===== config.mk =====
export PLATFORM = sky130hd
export DESIGN_NAME = ctrl_imem
export DESIGN_NICKNAME = d
export VERILOG_FILES = /design/src/rtl/ctrl_imem_pkg.sv /design/src/rtl/ctrl_imem_ram.sv /design/src/rtl/ctrl_imem.sv
export SDC_FILE = /design/constraint.sdc
export NUM_CORES = 1
export LEC_CHECK = 0
export BUFFER_PORTS_ARGS = -buffer_cell sky130_fd_sc_hd__buf_2
export CAP_MARGIN = 30
export CELL_PAD_IN_SITES_DETAIL_PLACEMENT = 0
export CELL_PAD_IN_SITES_GLOBAL_PLACEMENT = 1
export CORE_MARGIN = 1
export CORE_UTILIZATION = 30
export DETAILED_ROUTE_END_ITERATION = 7
export HOLD_SLACK_MARGIN = 0.15
export PLACE_DENSITY_LB_ADDON = 0.1
export SYNTH_ARGS = -nofsm -noshare
export SYNTH_HDL_FRONTEND = slang
export SYNTH_HIERARCHICAL = 1
export SYNTH_SLANG_ARGS = --single-unit
export TNS_END_PERCENT = 5

===== constraint.sdc =====
create_clock -name clk -period 3.64 [get_ports clk]
set_input_delay 0.546 -clock clk [delete_from_list [all_inputs] [get_ports clk]]
set_output_delay 0.546 -clock clk [all_outputs]
set_load 0.005 [all_outputs]

===== src/rtl/ctrl_imem_pkg.sv =====
// ============================================================================
// Module : ctrl_imem_pkg
// Brief  : Shared controller types and the instruction-width derivation.
// Rev    : 1.0  initial release
// ============================================================================
`default_nettype none

package ctrl_imem_pkg;

    typedef enum logic [1:0] {
        ST_IDLE = 2'd0,
        ST_LOAD = 2'd1,
        ST_RUN  = 2'd2
    } state_t;

    localparam int C_VEC_ID_WIDTH        = 3;
    localparam int C_REGFILE_ADDR_WIDTH  = 3;
    localparam int C_DATA_ADDR_WIDTH     = 4;

    // Word layout: two flag bits, vector id, two register addresses, three data addresses.
    function automatic int instr_width(input int vec_id_w,
                                       input int rf_addr_w,
                                       input int data_addr_w);
        return 2 + vec_id_w + 2 * rf_addr_w + 3 * data_addr_w;
    endfunction

endpackage

`default_nettype wire


===== src/rtl/ctrl_imem_ram.sv =====
// ============================================================================
// Module : ctrl_imem_ram
// Brief  : Program storage, one write port and one registered read port.
// Rev    : 1.0  initial release
// ============================================================================
`default_nettype none

module ctrl_imem_ram #(
    parameter int DATA_WIDTH = 23,
    parameter int ADDR_WIDTH = 4
) (
    input  logic                  clk,
    input  logic                  we_i,
    input  logic [ADDR_WIDTH-1:0] waddr_i,
    input  logic [DATA_WIDTH-1:0] wdata_i,
    input  logic                  re_i,
    input  logic [ADDR_WIDTH-1:0] raddr_i,
    output logic [DATA_WIDTH-1:0] rdata_o
);

    logic [DATA_WIDTH-1:0] mem_q [0:(2**ADDR_WIDTH)-1];
    logic [DATA_WIDTH-1:0] rdata_q;

    // No reset: contents are only meaningful below the stored program length.
    always_ff @(posedge clk) begin
        if (we_i) begin
            mem_q[waddr_i] <= wdata_i;
        end
        if (re_i) begin
            rdata_q <= mem_q[raddr_i];
        end
    end

    assign rdata_o = rdata_q;

endmodule

`default_nettype wire


===== src/rtl/ctrl_imem.sv =====
// ============================================================================
// Module : ctrl_imem
// Brief  : Loadable instruction memory with IDLE/LOAD/RUN control.
// Rev    : 1.0  initial release
// ============================================================================
`default_nettype none

module ctrl_imem
    import ctrl_imem_pkg::*;
#(
    parameter int INSTR_WIDTH      = instr_width(C_VEC_ID_WIDTH,
                                                 C_REGFILE_ADDR_WIDTH,
                                                 C_DATA_ADDR_WIDTH),
    parameter int INSTR_ADDR_WIDTH = 4
) (
    input  logic                        clk,
    input  logic                        rst,
    input  logic                        prog,
    input  logic                        ld_valid,
    input  logic [INSTR_WIDTH-1:0]      ld_data,
    input  logic                        ld_last,
    output logic                        ld_ready,
    input  logic                        fetch,
    input  logic [INSTR_ADDR_WIDTH-1:0] pc,
    output logic [INSTR_WIDTH-1:0]      instr_word,
    output logic                        prog_done,
    output logic [INSTR_ADDR_WIDTH:0]   prog_len,
    output logic                        ld_err
);

    localparam int LEN_W = INSTR_ADDR_WIDTH + 1;
    localparam int DEPTH = 2 ** INSTR_ADDR_WIDTH;

    state_t             state_q, state_d;
    logic [LEN_W-1:0]   wptr_q, wptr_d;
    logic               prog_done_q, prog_done_d;
    logic               ld_err_q, ld_err_d;
    logic               zero_q, zero_d;
    logic               prog_prev_q;

    logic               ready_w;
    logic               accept_w;
    logic               prog_rise_w;
    logic               last_slot_w;
    logic               fetch_ok_w;
    logic               fetch_hit_w;
    logic [INSTR_WIDTH-1:0] rdata_w;

    assign ready_w     = (state_q == ST_LOAD) && prog;
    assign accept_w    = ready_w && ld_valid;
    // prog_prev resets high so a level held through reset never starts a load.
    assign prog_rise_w = prog && !prog_prev_q;
    assign last_slot_w = (wptr_q == LEN_W'(DEPTH - 1));
    assign fetch_ok_w  = (state_q == ST_RUN) && fetch && !prog;
    assign fetch_hit_w = fetch_ok_w && ({1'b0, pc} < wptr_q);

    always_comb begin
        state_d     = state_q;
        wptr_d      = wptr_q;
        prog_done_d = prog_done_q;
        ld_err_d    = ld_err_q;
        zero_d      = zero_q;
        case (state_q)
            ST_IDLE: begin
                if (prog_rise_w) begin
                    state_d     = ST_LOAD;
                    wptr_d      = '0;
                    prog_done_d = 1'b0;
                    ld_err_d    = 1'b0;
                end
            end
            ST_LOAD: begin
                if (!prog) begin
                    state_d     = ST_IDLE;
                    wptr_d      = '0;
                    prog_done_d = 1'b0;
                end else if (accept_w) begin
                    wptr_d = wptr_q + LEN_W'(1);
                    if (ld_last || last_slot_w) begin
                        state_d     = ST_RUN;
                        prog_done_d = 1'b1;
                        ld_err_d    = !ld_last;
                    end
                end
            end
            ST_RUN: begin
                if (prog_rise_w) begin
                    state_d     = ST_LOAD;
                    wptr_d      = '0;
                    prog_done_d = 1'b0;
                    ld_err_d    = 1'b0;
                end else if (fetch_ok_w) begin
                    zero_d = !fetch_hit_w;
                end
            end
            default: begin
                state_d = ST_IDLE;
            end
        endcase
    end

    always_ff @(posedge clk or posedge rst) begin
        if (rst) begin
            state_q     <= ST_IDLE;
            wptr_q      <= '0;
            prog_done_q <= 1'b0;
            ld_err_q    <= 1'b0;
            zero_q      <= 1'b1;
            prog_prev_q <= 1'b1;
        end else begin
            state_q     <= state_d;
            wptr_q      <= wptr_d;
            prog_done_q <= prog_done_d;
            ld_err_q    <= ld_err_d;
            zero_q      <= zero_d;
            prog_prev_q <= prog;
        end
    end

    ctrl_imem_ram #(
        .DATA_WIDTH (INSTR_WIDTH),
        .ADDR_WIDTH (INSTR_ADDR_WIDTH)
    ) u_ram (
        .clk     (clk),
        .we_i    (accept_w),
        .waddr_i (wptr_q[INSTR_ADDR_WIDTH-1:0]),
        .wdata_i (ld_data),
        .re_i    (fetch_hit_w),
        .raddr_i (pc),
        .rdata_o (rdata_w)
    );

    // Out-of-range fetches and reset mask the unreset RAM output to zero.
    assign instr_word = zero_q ? '0 : rdata_w;
    assign ld_ready   = ready_w;
    assign prog_done  = prog_done_q;
    assign prog_len   = wptr_q;
    assign ld_err     = ld_err_q;

endmodule

`default_nettype wire


==> summary.md, run 1 <==
| Metric | Value |
|---|---|
| Status | completed |
| Simple-gate portion of the synthesized area | 3.29% |
| DRT Pass-1 Iters | 4 |
| IO Port Bufs | 63 |
| Worst-path maximum fanout | 23 |
| Clock skew | 8.89 ps |
| Rel. slew slack | 36.7% |
| Total gr overflow | 0 |
| Post-route minimum period | 2570 ps |
| Final net count | 850 |
| Worst VDD drop | 264 uV |
| First-pass GRT wire length | 56.5 mm |
| Vias in the first global route | 8060 |
| Setup-failing EPs final | 0 |
| Post-Place Cells | 1436 |
| Area Growth Syn to Fin | 17.7% |
| Post-DRT Antenna Nets | 0 |
| Reg-to-reg startpoint | prog_len[1] |
| Hold Startpoint | ld_data[19] |
| Seq/Total Area, Yosys | 78.3% |
| #FFs+latches synth | 402 |
| Fraction of the mapped netlist area in adder cells | 0.408% |
| MaxCap Viol Count | 0 |
| Vias per cell | 4.81 |
| Setup crit end kind | flop |
| Clock-pin slew on the worst setup and hold paths | 60 ps |
| GRT Util Overall | 15.2% |
| Horiz. Die Dim | 228 um |
| Layout cell share with drive strength beyond 1 | 32.0% |
| Netlist cell types | 42 |
| Final Slew Violations | 0 |
| Hold Path Stages | 1 |
| Crit start category | primary input |
| Full die area | 52100 um2 |
| Per-cell routed wire length | 25.3 um |
| WP data required | 3840 ps |
| Compound-Gate Fraction of Synth Area | 3.11% |
| CP Class | primary input to flop |
| WHS Endpoint | u_ram/mem_q[15][19] |
| # Post-CTS Setup Buffers | 0 |
| LEAKAGE | 5.81 nW |
| R2R depth | 6 |
| Mux contribution to synthesized area | 13.5% |
| CTS tree | built |
| Fin Setup TNS | 0 ps |
| Dpl hpwl | 20.6 mm |
| Max Clock Freq | 0.389 GHz |
| Antenna cells | 0 |
| Crit path arrival time | 2770 ps |
| Clock Tree Root | clkbuf_16 |
| R2R setup slack | 1110 ps |
| Clock Sinks | 402 |
| Largest net degree at the start of global routing | 44 |
| Most frequent cells in the layout | 391 x edfxtp_1, 92 x mux4_2, 61 x buf_2 |
| Synthesis Warnings | 6 |
| Via total after detailed routing | 7304 |
| Most common cell after layout, fill and taps aside | edfxtp_1 |
| Die Ht | 228 um |
| H-tree depth | 2 |
| Actual slew at the worst max-slew pin | 950 ps |
| Synthesized area | 15300 um2 |
| Starting density of the core | 30.5% |
| Non-filler cells, final | 1518 |
| CTS buffer count | 44 |
| Routed wire length | 38.5 mm |
| Tightest Hold Check Type | primary input to flop |
| I/O Pins | 64 |
| Post-Synthesis Cells | 702 |
| Row Count | 82 |
| Initial DRC count | 519 |
| Initial antenna violation count | 1 |
| Largest family of logic cells by synthesized area | multiplexers |
| CORE AREA | 50300 um2 |
| Skew-Pair Late Insertion Delay | 560 ps |
| R2r endpoint | u_ram/rdata_o[13] |
| Placer congestion estimate | 0.712 |
| Unrepaired setup endpoints after global routing | false |
| Final hold viol count | 0 |
| Syn nets | 740 |
| PwrDens | 549 nW/um2 |
| CTS resizes | 0 |
| CTS max path bufs | 3 |
| Fin crit share | 70.6% |
| Post-synthesis area per instance | 21.9 um2 |
| XOR/XNOR share of the synthesized area | 0% |
| DRC | 0 |
metal layers:
metal / wire [um] / global-route usage [%] / vias up
met1: 17400 / 20.4 / 3966
met2: 18700 / 25.0 / 133
met5: 12 / 0 / -
li1: - / - / 3146
met3: 1480 / 2.55 / 57
met4: 856 / 5.03 / 2
through the flow:
| step | util (%) | hold slack [ps] | area, um2 | setup WS [ps] | power [mW] |
|---|---|---|---|---|---|
| 2_1_floorplan | - | 397 | 15300 | 268 | 5.49 |
| 3_3_place_gp | 33.1 | 524 | 16700 | 925 | 5.72 |
| 3_5_place_dp | 33.1 | 525 | 16700 | 921 | 5.72 |
| 4_1_cts | 35.9 | 324 | 18100 | 1060 | 10.1 |
| 5_1_grt | 35.9 | 346 | 18100 | 979 | 10.3 |
| 6_report | 35.9 | 358 | 18100 | 1070 | 9.92 |
flip-flops by register name, summed over array words and instances, names as in the netlist:
| register | cells |
|---|---|
| prog_len | 5 |
| u_ram/rdata_o | 23 |
| state_q | 2 |
| prog_prev_q | 1 |
| ld_err | 1 |
| zero_q | 1 |
| prog_done | 1 |
| u_ram/mem_q | 368 |
worst max-delay path, stage by stage:
cell	delay [ps]
dlygate4sd3_1	530
buf_2	190
nand4b_2	220
clkinv_1	170
or3b_2	540
nor3_2	130
buf_4	430
where the power goes:
part | internal (mW) | leakage (nW) | switching (mW) | total, mW
Combinational | 0.189 | 1.49 | 0.260 | 0.449
Clock | 2.55 | 0.668 | 1.75 | 4.31
Sequential | 5.10 | 3.66 | 0.0573 | 5.16
Total | 7.85 | 5.81 | 2.07 | 9.92
worst max path at each step:
stage	slack [ps]	from	end
2_1_floorplan	270	ld_valid	u_ram/mem_q[0][0]
3_3_place_gp	930	pc[0]	u_ram/rdata_o[22]
3_5_place_dp	920	pc[0]	u_ram/rdata_o[22]
4_1_cts	1060	prog_len[1]	u_ram/rdata_o[13]
5_1_grt	980	prog_len[1]	u_ram/rdata_o[10]
6_report	1070	prog	u_ram/mem_q[0][13]
kinds of logic (layout without fill, tap and decap cells):
family,Yosys count,after routing
flip-flops,402,402
AND/OR/NAND/NOR,97,97
multiplexers,92,92
AO/OA/AOI/OAI,65,65
buffers and inverters,41,185
adder cells (fa/ha/maj),5,5
repair_timing:
action | in CTS | in global routing
endpoints found under the hold margin | 10 | 0
hold buffers | 2 | 0
setup endpoints to repair | 0 | 0
cell type report:
cell class              count  area, um2
multi-input cells         259       3190
flip-flops and latches    402      12000
clock buffers              60       1180
clock inverters            20        199
repair buffers             96        602
well taps                 672        841
fillers                  4665      32200
inverters                   9       33.8
synth_stat cells (all sizes together):
cell / count / area, um2
nor3: 5 / 25.0
and2b: 1 / 10.0
or3b: 1 / 8.76
nand2b: 4 / 25.0
a22o: 1 / 8.76
o21a: 1 / 7.51
nand4: 2 / 12.5
o22ai: 1 / 6.26
nand2: 28 / 105
inv: 7 / 26.3
a211oi: 1 / 12.5
dfstp: 2 / 52.6
a21o: 1 / 7.51
ha: 5 / 62.6
o31ai: 1 / 7.51
buf: 20 / 135
nand3b: 2 / 15.0
or2: 1 / 6.26
nand4b: 1 / 15.0
nor3b: 2 / 20.0
edfxtp: 391 / 11700
nor2: 19 / 71.3
a21oi: 4 / 23.8
a31oi: 1 / 6.26
clkinv: 2 / 7.51
a31o: 1 / 8.76
nor2b: 26 / 163
clkbuf: 12 / 45.0
mux4: 92 / 2070
dfrtp: 9 / 225
and3: 1 / 6.26
a211o: 2 / 17.5
a22oi: 46 / 345
o21ai: 5 / 25.0
nand3: 3 / 15.0
and2: 1 / 6.26
(Power assumes the default switching activity.)
==> run 2, diff against run 1 <==
==> constraint.sdc (replaced) <==
create_clock -name clk -period 2.66 [get_ports clk]
set_input_delay 0.399 -clock clk [delete_from_list [all_inputs] [get_ports clk]]
set_output_delay 0.399 -clock clk [all_outputs]
set_load 0.005 [all_outputs]
==> summary.md, run 2 (synthesized netlist as in run 1, its figures left out) <==
| Metric | Value |
|---|---|
| Status | completed |
| Clock-pin slew on the worst setup and hold paths | 60 ps (about the same) |
| MaxCap Viol Count | 0 (unchanged) |
| Via total after detailed routing | 7297 (-0.096%) |
| CTS tree | built |
| WP data required | 2900 ps (-940 ps) |
| CP Class | primary input to flop |
| Placer congestion estimate | 0.712 (about the same) |
| Setup-failing EPs final | 0 (unchanged) |
| Final Power | 13.7 mW (+38%) |
| Top Metal Used | met5 |
| Full die area | 52100 um2 (unchanged) |
| # Post-CTS Setup Buffers | 0 (unchanged) |
| Dpl hpwl | 18.8 mm (-8.7%) |
| Most common cell after layout, fill and taps aside | edfxtp_1 |
| Starting density of the core | 30.5% (unchanged) |
| H-tree depth | 2 (unchanged) |
| I/O Pins | 64 (unchanged) |
| Vias in the first global route | 7825 (-2.9%) |
| Worst Setup EP | u_ram/mem_q[0][12] |
| Clock skew | 21.0 ps (+12.1 ps) |
| Horiz. Die Dim | 228 um (unchanged) |
| Initial DRC count | 410 (-21%) |
| Worst VDD drop | 317 uV (+20%) |
| Layout cell share with drive strength beyond 1 | 32.3% (+0.27 points) |
| First-pass GRT wire length | 54.9 mm (-2.9%) |
| Tightest Hold Check Type | primary input to flop |
| Setup crit end kind | flop |
| DRT Pass-1 Iters | 4 (unchanged) |
| CTS max path bufs | 3 (unchanged) |
| Total gr overflow | 0 (unchanged) |
| Worst-path maximum fanout | 23 (unchanged) |
| Clock Tree Root | clkbuf_16 |
| Crit start category | primary input |
| Vias per cell | 4.81 (about the same) |
| Final Slew Violations | 0 (unchanged) |
| Per-cell routed wire length | 24.7 um (-2.3%) |
| Fin crit share | 85.9% |
| Most frequent cells in the layout | 391 x edfxtp_1, 92 x mux4_2, 61 x buf_2 |
| Clock Sinks | 402 (unchanged) |
| Met3 WL post-DR | 1.73 mm (+17%) |
| Crit path arrival time | 2530 ps (-240 ps) |
| R2r endpoint | u_ram/mem_q[0][12] |
| Final hold viol count | 0 (unchanged) |
| CORE AREA | 50300 um2 (unchanged) |
| Fill count | 4639 (-0.56%) |
| Die Ht | 228 um (unchanged) |
| PwrDens | 744 nW/um2 (+36%) |
| Final net count | 850 (unchanged) |
| LEAKAGE | 5.89 nW (+1.4%) |
| Row Count | 82 (unchanged) |
| DRC | 0 (unchanged) |
| Largest register by flop count | u_ram/mem_q |
| Area Growth Syn to Fin | 20.1% |
| Metal1 wirelength | 16.6 mm (-4.7%) |
| Routed wire length | 37.6 mm (-2.3%) |
| Number of flip-flops in the largest register | 368 (unchanged) |
| IO Port Bufs | 63 (unchanged) |
| Worst setup startpoint | prog |
| Reg-to-reg startpoint | state_q[1] |
| CTS buffer count | 45 (+2.3%) |
| Max Clock Freq | 0.438 GHz |
| Met2 wire length | 18.6 mm (-0.68%) |
| Fin Setup TNS | 0 ps (unchanged) |
| Post-route minimum period | 2290 ps |
| R2R depth | 5 (-1) |
| R2R setup slack | 400 ps (-710 ps) |
| GRT Util Overall | 14.8% (-0.41 points) |
| Actual slew at the worst max-slew pin | 635 ps (-315 ps) |
| Unrepaired setup endpoints after global routing | false |
| Skew-Pair Late Insertion Delay | 570 ps (about the same) |
| CTS resizes | 0 (unchanged) |
| Initial antenna violation count | 3 (+2) |
| Largest net degree at the start of global routing | 93 (+110%) |
| Rel. slew slack | 57.7% (+21 points) |
| Post-DRT Antenna Nets | 0 (unchanged) |
==> run 2: cell count changes in the layout (fill, tap and decap cells not counted), moves of 2 or more <==
cell,change
buf_12,+21
clkbuf_1,-4
clkbuf_16,+2
nor2_4,+12
nor2_2,-12
buf_4,-22
==> run 2: how the worst min path moves through the flow <==
stage	to	from	slack (ps)	cells after the start
floorplan	ld_err	rst	250	1
global placement	prog_len[2]	rst	430	2
detailed placement	state_q[0]	rst	420	2
CTS	u_ram/mem_q[12][22]	ld_data[22]	170	1
global route	u_ram/mem_q[6][22]	ld_data[22]	200	1
finish	u_ram/mem_q[12][22]	ld_data[22]	200	1
==> run 2: final cells by class <==
type	instances	area (um2)	area share, %
sequential	402	12000	65.2
multi-input combinational	259	3250	17.6
clock buffer	58	1220	6.60
timing repair buffer	95	857	4.65
tap	672	841	4.56
clock inverter	22	211	1.15
inverter	9	33.8	0.183
antenna	1	2.50	0.0136
==> run 2: what timing repair did <==
action	in CTS	in global routing
endpoints found under the hold margin	13	0
endpoints found under the setup margin	0	0
hold buffers	2	0
==> run 2: report_power, final <==
group	total [mW]	internal, mW	switching, mW
clock network	6.00	3.61	2.40
logic	0.722	0.296	0.426
registers	7.00	6.98	0.0144
total	13.7	10.9	2.84
==> run 2: per-stage QoR <==
stage	instance area, um2	util [%]	hold WS (ps)	setup slack (ps)	cells
after detailed placement	17000	33.8	422	317	1435
after global placement	17000	33.8	427	314	1435
after global routing	18400	36.7	201	277	1517
after CTS	18400	36.7	173	393	1517
after floorplan	15400	-	250	-312	702
final	18400	36.7	202	375	1518
==> run 2: worst max-delay path, cell delays in order <==
cell and delay, ps:
dlygate4sd3_1 520, buf_2 180, nand4b_2 220, clkinv_1 160, or3b_2 590, nor3_4 190, buf_12 240
==> run 2: routing by layer <==
metal  vias to the layer above  global-route usage (%)
met1                      3955                    19.8
met4                         4                    4.28
met3                        44                    2.97
met5                         -                       0
met2                       133                    24.3
li1                       3161                       -
==> run 3, diff against run 2 <==
==> constraint.sdc (replaced) <==
create_clock -name clk -period 2.66 [get_ports clk]
set_input_delay 0.133 -clock clk [delete_from_list [all_inputs] [get_ports clk]]
set_output_delay 0.133 -clock clk [all_outputs]
set_load 0.005 [all_outputs]
==> summary.md, run 3 (synthesized netlist as in run 1, its figures left out) <==
| Metric | Value |
|---|---|
| Status | completed |
| DRT Pass-1 Iters | 4 (unchanged) |
| Most common cell after layout, fill and taps aside | edfxtp_1 |
| Vias in the first global route | 8014 (+2.4%) |
| Final Slew Violations | 0 (unchanged) |
| Via total after detailed routing | 7334 (+0.51%) |
| Fin crit share | 81.9% (-4.0 points) |
| Number of flip-flops in the largest register | 368 (unchanged) |
| Rel. slew slack | 48.3% (-9.4 points) |
| LEAKAGE | 6.03 nW (+2.3%) |
| Clock Sinks | 402 (unchanged) |
| CTS tree | built |
| Layout cell share with drive strength beyond 1 | 32.1% (-0.18 points) |
| Most frequent cells in the layout | 391 x edfxtp_1, 92 x mux4_2, 61 x buf_2 |
| Horiz. Die Dim | 228 um (unchanged) |
| I/O Pins | 64 (unchanged) |
| Worst-path maximum fanout | 23 (unchanged) |
| CORE AREA | 50300 um2 (unchanged) |
| Initial DRC count | 564 (+38%) |
| Unrepaired setup endpoints after global routing | false |
| Row Count | 82 (unchanged) |
| Worst Setup Slack, final | 481 ps (+107 ps) |
| Actual slew at the worst max-slew pin | 775 ps (+140 ps) |
| DRC | 0 (unchanged) |
| GRT Util Overall | 14.3% (-0.47 points) |
| Per-cell routed wire length | 23.2 um (-6.2%) |
| Placer congestion estimate | 0.732 (+2.9%) |
| Vias per cell | 4.71 (-1.9%) |
| CTS buffer count | 44 (-2.2%) |
| Setup-failing EPs final | 0 (unchanged) |
| PwrDens | 734 nW/um2 (-1.4%) |
| Total gr overflow | 0 (unchanged) |
| Worst VDD drop | 377 uV (+19%) |
| Largest register by flop count | u_ram/mem_q |
| Fin Setup TNS | 0 ps (unchanged) |
| Die Ht | 228 um (unchanged) |
| First-pass GRT wire length | 54.2 mm (-1.2%) |
| Post-DRT Antenna Nets | 0 (unchanged) |
| IO Port Bufs | 63 (unchanged) |
| CTS max path bufs | 3 (unchanged) |
| Final Power | 13.6 mW (-0.53%) |
| MaxCap Viol Count | 0 (unchanged) |
| Crit path arrival time | 2420 ps (-110 ps) |
| Final hold viol count | 0 (unchanged) |
| Antenna cells | 0 (-1) |
| Crit start category | flop |
| Clock skew | 16.1 ps (-4.87 ps) |
| Worst hold margin | 265 ps (+62.1 ps) |
| Clock-pin slew on the worst setup and hold paths | 60 ps (about the same) |
| Routed wire length | 36.1 mm (-3.9%) |
| Pre-CTS WS | 394 ps (+77.0 ps) |
| Final net count | 889 (+4.6%) |
| Skew-Pair Late Insertion Delay | 560 ps (about the same) |
| Clock Tree Root | clkbuf_16 |
| Starting density of the core | 30.5% (unchanged) |
| Post-route minimum period | 2180 ps (-107 ps) |
| Full die area | 52100 um2 (unchanged) |
| Area Growth Syn to Fin | 21.1% |
| Initial antenna violation count | 0 (-3) |
| Largest net degree at the start of global routing | 93 (unchanged) |
| WP data required | 2900 ps (about the same) |
| Tightest Hold Check Type | primary input to flop |
| CP Class | flop to flop |
| H-tree depth | 2 (unchanged) |
| Dpl hpwl | 20.9 mm (+11%) |
| CTS resizes | 0 (unchanged) |
| Max Clock Freq | 0.459 GHz (+4.9%) |
| Setup crit end kind | flop |
==> run 3: metal layers <==
metal  vias to the layer above  global-route usage, %  part of all wire, %
met5                         -                      0                    0
met4                         0                   4.38                  1.8
met3                        50                   2.34                  3.4
met2                       142                   24.2                   50
met1                      3911                   18.8                   45
li1                       3231                      -                    -
==> run 3: timing repair <==
item / in CTS / in global routing
hold buffers: 29 / 0
buffers inserted: 0 / 0
hold endpoints to repair: 390 / 0
==> run 3: area by class of cell <==
type	count	area (um2)
clock buffers	49	1160
clock inverters	30	239
fillers	4674	31700
inverters	9	33.8
multi-input cells	259	3250
flip-flops and latches	402	12000
well taps	672	841
repair buffers	135	1040
==> run 3: final timing paths <==
kind | start | end | slack (ps) | depth (start not counted)
worst max-delay path | state_q[0] | u_ram/mem_q[0][2] | 480 | 5
worst min-delay path | pc[3] | zero_q | 260 | 4
worst max register to register | state_q[0] | u_ram/mem_q[0][2] | 480 | 5
worst min register to register | ld_err | ld_err | 530 | 1
max in group asynchronous | rst | prog_prev_q | 1650 | 4
min in group asynchronous | rst | state_q[1] | 670 | 4
==> run 3: stage by stage <==
step	cell area [um2]	util [%]	instances
CTS	18600	37.0	1556
global route	18600	37.0	1556
finish	18600	37.0	1556
detailed placement	16900	33.6	1448
floorplan	15400	-	702
global placement	16900	33.6	1447
==> run 3: power by group <==
group	total (mW)	internal, mW	leakage [nW]	switching, mW
Sequential	7.06	6.98	3.66	0.0746
Combinational	0.674	0.305	1.68	0.369
Clock	5.91	3.51	0.689	2.41
==> run 3: critical path: stages, from the launching register on <==
cell and delay [ps]:
dfrtp_1 530, nand4b_2 160, clkinv_1 130, or3b_2 590, nor3_4 200, buf_12 230
